$ cat src/rtl/ppt_pkg.sv
// Shared widths, state encoding and fallback configuration for the PPT pulse path.
package ppt_pkg;

    localparam int unsigned CLK_DIV_W = 5;
    localparam int unsigned TIME_W    = 14;
    localparam int unsigned COUNT_W   = 8;
    localparam int unsigned PrescW    = 32;

    typedef enum logic [1:0] {
        StIdle   = 2'd0,
        StActive = 2'd1,
        StDone   = 2'd2
    } ppt_state_e;

    // Fallback config, also used as the register map reset values.
    localparam logic [CLK_DIV_W-1:0] DefClkDiv = 5'd9;
    localparam logic [TIME_W-1:0]    DefPeriod = 14'd128;
    localparam logic [TIME_W-1:0]    DefWidth  = 14'd1;
    localparam logic [COUNT_W-1:0]   DefCount  = 8'd16;

endpackage

$ cat src/rtl/ppt_tick_gen.sv
// Prescaler producing a one-clk timebase tick every 2^(clk_div+1) enabled clks.
module ppt_tick_gen #(
    parameter int unsigned CLK_DIV_W = ppt_pkg::CLK_DIV_W
) (
    input  logic                 clk,
    input  logic                 rst,
    input  logic                 clear,
    input  logic                 enable,
    input  logic [CLK_DIV_W-1:0] clk_div,
    output logic                 tick
);
    import ppt_pkg::*;

    logic [PrescW-1:0] presc_q;
    logic [PrescW-1:0] mask;

    // Low clk_div+1 bits of the prescaler take part in the all-ones compare.
    always_comb begin
        mask = '0;
        for (int i = 0; i < PrescW; i++) begin
            mask[i] = (unsigned'(i) <= 32'(clk_div));
        end
    end

    assign tick = enable && ((presc_q & mask) == mask);

    // Free-running count while enabled; cleared on run start.
    always_ff @(posedge clk or posedge rst) begin
        if (rst) begin
            presc_q <= '0;
        end else if (clear) begin
            presc_q <= '0;
        end else if (enable) begin
            presc_q <= presc_q + PrescW'(1);
        end
    end

endmodule

$ cat src/rtl/ppt_pulse_controller.sv
// Thruster fire pulse sequencer: `count` firings, `width` ticks high, every `period` ticks.
module ppt_pulse_controller #(
    parameter int unsigned CLK_DIV_W = ppt_pkg::CLK_DIV_W,
    parameter int unsigned TIME_W    = ppt_pkg::TIME_W,
    parameter int unsigned COUNT_W   = ppt_pkg::COUNT_W
) (
    input  logic                 clk,
    input  logic                 rst,
    input  logic [CLK_DIV_W-1:0] clk_div,
    input  logic [TIME_W-1:0]    period,
    input  logic [TIME_W-1:0]    width,
    input  logic [COUNT_W-1:0]   count,
    input  logic                 run,
    output logic                 fire,
    output logic [COUNT_W-1:0]   count_done,
    output logic                 done,
    output logic                 busy
);
    import ppt_pkg::*;

    ppt_state_e           state_q;
    logic [CLK_DIV_W-1:0] clk_div_q;
    logic [TIME_W-1:0]    period_q;
    logic [TIME_W-1:0]    width_q;
    logic [TIME_W-1:0]    phase_q;
    logic [COUNT_W-1:0]   count_q;
    logic [COUNT_W-1:0]   count_done_q;
    logic                 fire_q;
    logic                 done_q;
    logic                 busy_q;

    logic                 start;
    logic                 active;
    logic                 tick;
    logic                 cfg_bad;
    logic                 last_phase;
    logic [TIME_W-1:0]    w_eff;

    assign start      = (state_q == StIdle) && run;
    assign active     = (state_q == StActive);
    assign cfg_bad    = (period == '0) || (count == '0);
    // Clamp so fire always drops for at least one tick per period.
    assign w_eff      = (width_q < period_q) ? width_q : period_q - TIME_W'(1);
    assign last_phase = (phase_q == period_q - TIME_W'(1));

    ppt_tick_gen #(
        .CLK_DIV_W(CLK_DIV_W)
    ) u_tick_gen (
        .clk    (clk),
        .rst    (rst),
        .clear  (start),
        .enable (active),
        .clk_div(clk_div_q),
        .tick   (tick)
    );

    // Run FSM with registered outputs; run=0 takes priority over a tick (abort wins).
    always_ff @(posedge clk or posedge rst) begin
        if (rst) begin
            state_q      <= StIdle;
            clk_div_q    <= CLK_DIV_W'(DefClkDiv);
            period_q     <= TIME_W'(DefPeriod);
            width_q      <= TIME_W'(DefWidth);
            count_q      <= COUNT_W'(DefCount);
            phase_q      <= '0;
            count_done_q <= '0;
            fire_q       <= 1'b0;
            done_q       <= 1'b0;
            busy_q       <= 1'b0;
        end else begin
            unique case (state_q)
                StIdle: begin
                    fire_q <= 1'b0;
                    busy_q <= 1'b0;
                    if (run) begin
                        clk_div_q    <= clk_div;
                        period_q     <= period;
                        width_q      <= width;
                        count_q      <= count;
                        phase_q      <= '0;
                        count_done_q <= '0;
                        if (cfg_bad) begin
                            state_q <= StDone;
                            done_q  <= 1'b1;
                        end else begin
                            state_q <= StActive;
                            done_q  <= 1'b0;
                            busy_q  <= 1'b1;
                            fire_q  <= (width != '0) && (period > TIME_W'(1));
                        end
                    end
                end
                StActive: begin
                    if (!run) begin
                        state_q <= StIdle;
                        fire_q  <= 1'b0;
                        busy_q  <= 1'b0;
                        done_q  <= 1'b0;
                    end else if (tick) begin
                        if (last_phase) begin
                            phase_q      <= '0;
                            count_done_q <= count_done_q + COUNT_W'(1);
                            if (count_done_q + COUNT_W'(1) == count_q) begin
                                state_q <= StDone;
                                fire_q  <= 1'b0;
                                busy_q  <= 1'b0;
                                done_q  <= 1'b1;
                            end else begin
                                fire_q <= (w_eff != '0);
                            end
                        end else begin
                            phase_q <= phase_q + TIME_W'(1);
                            fire_q  <= (phase_q + TIME_W'(1)) < w_eff;
                        end
                    end
                end
                StDone: begin
                    if (!run) begin
                        state_q <= StIdle;
                    end
                end
                default: begin
                    state_q <= StIdle;
                end
            endcase
        end
    end

    assign fire       = fire_q;
    assign count_done = count_done_q;
    assign done       = done_q;
    assign busy       = busy_q;

endmodule

$ cat config.mk
export PLATFORM = sky130hd
export DESIGN_NAME = ppt_pulse_controller
export DESIGN_NICKNAME = d
export VERILOG_FILES = /design/src/rtl/ppt_pkg.sv /design/src/rtl/ppt_tick_gen.sv /design/src/rtl/ppt_pulse_controller.sv
export SDC_FILE = /design/constraint.sdc
export NUM_CORES = 1
export LEC_CHECK = 0
export ABC_AREA = 0
export BUFFER_PORTS_ARGS = -buffer_cell sky130_fd_sc_hd__buf_2
export CAP_MARGIN = 20
export CORE_UTILIZATION = 50
export DETAILED_ROUTE_END_ITERATION = 6
export GPL_ROUTABILITY_DRIVEN = 0
export PLACE_DENSITY = 0.8
export SKIP_LAST_GASP = 1
export SYNTH_ARGS = -nofsm -noshare
export SYNTH_HDL_FRONTEND = slang
export SYNTH_HIERARCHICAL = 1
export SYNTH_SLANG_ARGS = --single-unit
$ cat constraint.sdc
create_clock -name clk -period 3.5 [get_ports clk]
set_input_delay 0.35 -clock clk [delete_from_list [all_inputs] [get_ports clk]]
set_output_delay 0.35 -clock clk [all_outputs]
set_load 0.005 [all_outputs]
==> out/metrics.sh <==
POSTSYNTHREGISTERBITS=100
YS_ASYNC_SR_FRACTION_PCT=100
PRE_CTS_SLACK_NS=0.122
SYNTH_LARGEST_AREA_CELL='sky130_fd_sc_hd__dfrtp_1'
GRT_PASS1_WL_UM=29700
START_KIND='register'
DRT_PRE_ANTENNA_ITERS=6
HTREEDEPTH=3
FILLERS=1169
FINAL_MIN_PERIOD_OVER_CLOCK_PERIOD_PCT=98.1
GRT_PASS1_VIAS=5971
AVERAGE_ROUTED_WIRE_PER_STANDARD_CELL_UM=17.6
CRITICAL_PATH.MAX_FANOUT=9
INSERTION_DELAY_NS=0.35
SYNTH.TOP_CELL.AREA_SHARE_PCT=34.6
GRT_OVERFLOW=0
DRV_CAP=0
NUMBER_OF_BUFFERS_ADDED_BY_THE_CLOCK_TREE_SYNTHESIS_STEP=9
INITIALDRTVIOLATIONCOUNT=569
ROUTE.DETAILED.VIAS_PER_INST=6.20
CTS_HOLD_BUFFERS=0
DIE_X_UM=119
WORST_SLACK_NS=0.0668
TRITONCTS='yes'
POWER.SHARE.SEQUENTIAL_PCT=40.1
TRACK_USAGE_PCT=26.2
CRITPATHREQUIREDTIME_NS=3.78
LEADING_CELL_TYPES_IN_THE_LAYOUT_FILL_AND_TAPS_EXCLUDED='94 x sky130_fd_sc_hd__dfrtp_1, 73 x sky130_fd_sc_hd__nand2_1, 57 x sky130_fd_sc_hd__nor2_1'
CRITICAL_PATH.ENDPOINT_TYPE='register'
CRITICALPATHCATEGORY='reg2reg'
SWSHARE_PCT=38.5
FMAX_GHz=0.291
POST_ROUTE_CELLS_DRIVE_ABOVE_1_SHARE_PCT=18.4
POSTSYNTHAREAPERCELL_UM2=8.76
P_COMB_SHARE_PCT=35.7
STD_CELL_ROWS=42
SYNTH_EDF_COUNT=0
HPWLAFTERDP_UM=13000
CLOCK_POWER_SHARE_PCT=24.2
MAX-CLOCK-PATH-BUFFERS=2
IO-PIN-COUNT=55
NNETSFINAL=908
POWER.SWITCHING_mW=1.57
SYNTH_AREA_MM2=0.00687
FP.DIEAREA_MM2=0.0142
GRT_MAX_DEGREE=96
DIE_Y_UM=119
RR_WORST_DEPTH=15
FLOORPLAN.INITIALDENSITY_PCT=51.7
WHS_NS=0.0949
FINAL_COMMON_CELL='sky130_fd_sc_hd__dfrtp_1'
YOSYS-TOP-CELLS-AREA='sky130_fd_sc_hd__dfrtp_1 35%, sky130_fd_sc_hd__xnor2_1 5.5%, sky130_fd_sc_hd__ha_1 5.5%'
CRITPATHARRIVALTIME_NS=3.71
HOLD_CLASS='in2async'
FINAL-SETUP-VIOL-COUNT=0
SLACK_OF_THE_WORST_REG_TO_REG_PATH_NS=0.07
FINAL_HOLD_VIOL_COUNT=0
IRDROPWORSTVDD_uV=349
UNREPAIRED_SETUP_ENDPOINTS_AFTER_GLOBAL_ROUTING='true'
MAX_SLEW.WORST_PIN.SLEW_NS=0.922
SYN_TO_FINAL_GROWTH_PCT=12.3
PORTION_OF_THE_POST_SYNTHESIS_AREA_USED_BY_SEQUENTIAL_ELEMENTS_PCT=36.5
GRT_ANTENNA_BEFORE_REPAIR=0
DOMINANTREGCELLSYNTH='sky130_fd_sc_hd__dfrtp_1'
SYNTH_CELL_TYPES=66
SLEW_HEADROOM_PCT=38.6
TIMING_MAX_TRANSITION_VIOLATIONS_FINAL=0
PATH_CLK_SLEW_NS=0.08
CRITICAL_PATH.REG2REG.STARTPOINT='period_q[8]$_DFFE_PP0P_'
CELLINTERNALPOWER_mW=2.51
PERIOD_NEEDED_NS=3.43
BUFFER_CELL_DRIVING_THE_CLOCK_TREE_ROOT='sky130_fd_sc_hd__clkbuf_16'
PORT_BUFFERS=54
DRC=0
DETAIL-ROUTE-ANTENNA-NETS=0
CTS_NUM_SINKS=100
R2R_END='fire$_DFFE_PP0P_'
FP.COREAREA_MM2=0.0133
POWER_DENSITY_mW_PER_MM2=529
STATUS='complete, no violations'
ANTENNA-DIODE-COUNT=0
WL_UM=17800
POSTSYNTHNETCOUNT=858
STATIC-LEAKAGE-POWER_nW=3.36
CLOCK-SKEW-FINAL_NS=0.0105
NUMBER_OF_VIAS_IN_THE_ROUTED_LAYOUT=6297
SYNTH-WARNING-COUNT=6
POST_SYNTH_INST_COUNT=784
-- cells in the mapped netlist (all sizes together), types with 2 or more instances --
cell     instances
nand2           73
a211oi           4
o21a             2
or2              5
mux2i           13
a211o            3
a21boi           3
xor2            21
o21ai           48
and2             3
xnor2           43
a2111oi          3
or3              8
a21oi           36
o21bai           2
or4             13
o22ai            8
inv             41
dfstp            5
and3            14
a41o             2
and4             6
nor2b           10
xnor3            2
o211ai          10
a32o             6
o31ai            3
nand4           20
dfrtp           95
o221ai           2
nor3            18
a31oi           11
ha              30
nor3b            2
buf             13
o2111ai          3
nor2            59
nand2b           6
mux2            29
clkbuf          32
a21o             4
nor4            21
nand3           39
-- per-stage QoR --
step           util (%)  area, µm²  instances  total power [mW]  TNS, ns
2_1_floorplan         -       6870        784              2.56        0
3_3_place_gp       55.5       7370        996              2.95        0
3_5_place_dp       55.5       7370        996              3.00        0
4_1_cts            57.6       7650       1012              3.99        0
5_1_grt            58.0       7710       1015              4.31  -0.0699
6_report           58.0       7710       1015              4.08        0
-- worst max-delay path by stage --
stage,start,end,slack [ns],cells after the start
finish,period_q[8]$_DFFE_PP0P_,fire$_DFFE_PP0P_,0.07,15
global placement,u_tick_gen/presc_q[25]$_DFFE_PP0P_,phase_q[2]$_DFFE_PP0P_,0.18,12
CTS,period_q[7]$_DFFE_PP1P_,fire$_DFFE_PP0P_,0.11,16
global route,period_q[7]$_DFFE_PP1P_,fire$_DFFE_PP0P_,-0.07,17
floorplan,period_q[7]$_DFFE_PP1P_,fire$_DFFE_PP0P_,0.1,16
detailed placement,period_q[7]$_DFFE_PP1P_,fire$_DFFE_PP0P_,0.12,16
-- final cells by class --
class | count | area (µm²) | area share (%)
clock buffers | 9 | 225 | 2.92
inverters | 41 | 154 | 2.00
repair buffers | 84 | 503 | 6.52
well taps | 176 | 220 | 2.86
multi-input cells | 598 | 4040 | 52.4
flip-flops and latches | 100 | 2510 | 32.5
clock inverters | 7 | 56.3 | 0.730
-- power groups by stage --
stage	sequential (mW)	combinational, mW	clock (mW)
finish	1.63	1.46	0.988
global route	1.67	1.60	1.04
global placement	1.64	1.31	0
CTS	1.62	1.37	0.994
detailed placement	1.64	1.36	0
floorplan	1.49	1.07	0
-- logic make-up (layout without fill, tap and decap cells) --
logic type / after synthesis / count (layout) / share of synthesized area [%]
buffers and inverters: 86 / 141 / 5.14
muxes: 42 / 42 / 6.65
DFF: 100 / 100 / 36.5
AOI/OAI and AO/OA: 159 / 159 / 14.7
and+or+nand+nor: 301 / 301 / 22.7
xor gates and xnor gates: 66 / 66 / 8.82
adders and majority gates: 30 / 30 / 5.47
-- repair_timing --
item | in CTS | in global routing
gates resized for setup | 0 | 14
buffers inserted | 0 | 3
setup endpoints to repair | 0 | 21
-- sequential cells by signal, indices dropped and copies added, names as in the netlist --
register and flops:
busy 1, clk_div_q 5, count_done 8, count_q 8, done 1, fire 1
period_q 14, phase_q 14, state_q 2, u_tick_gen/presc_q 32, width_q 14
-- critical path, cell delays in order, from the launching register on --
cell and delay (ns):
sky130_fd_sc_hd__dfrtp_1 0.56, sky130_fd_sc_hd__inv_1 0.22, sky130_fd_sc_hd__ha_1 0.24, sky130_fd_sc_hd__a21oi_1 0.12, sky130_fd_sc_hd__nor2_1 0.06, sky130_fd_sc_hd__a211o_1 0.35
sky130_fd_sc_hd__a21oi_2 0.30, sky130_fd_sc_hd__buf_4 0.17, sky130_fd_sc_hd__mux2_2 0.33, sky130_fd_sc_hd__ha_1 0.27, sky130_fd_sc_hd__and4_4 0.16, sky130_fd_sc_hd__a21oi_2 0.13
sky130_fd_sc_hd__nand2_1 0.08, sky130_fd_sc_hd__a21oi_2 0.12, sky130_fd_sc_hd__nand4_1 0.10, sky130_fd_sc_hd__a31oi_1 0.13
-- routing by layer --
layer	wire, µm	GRT usage, %
met1	7780	35.8
met2	8100	41.2
met3	1400	4.74
met4	572	9.81
met5	0	0
No activity file was read; power rests on OpenSTA's default activity.
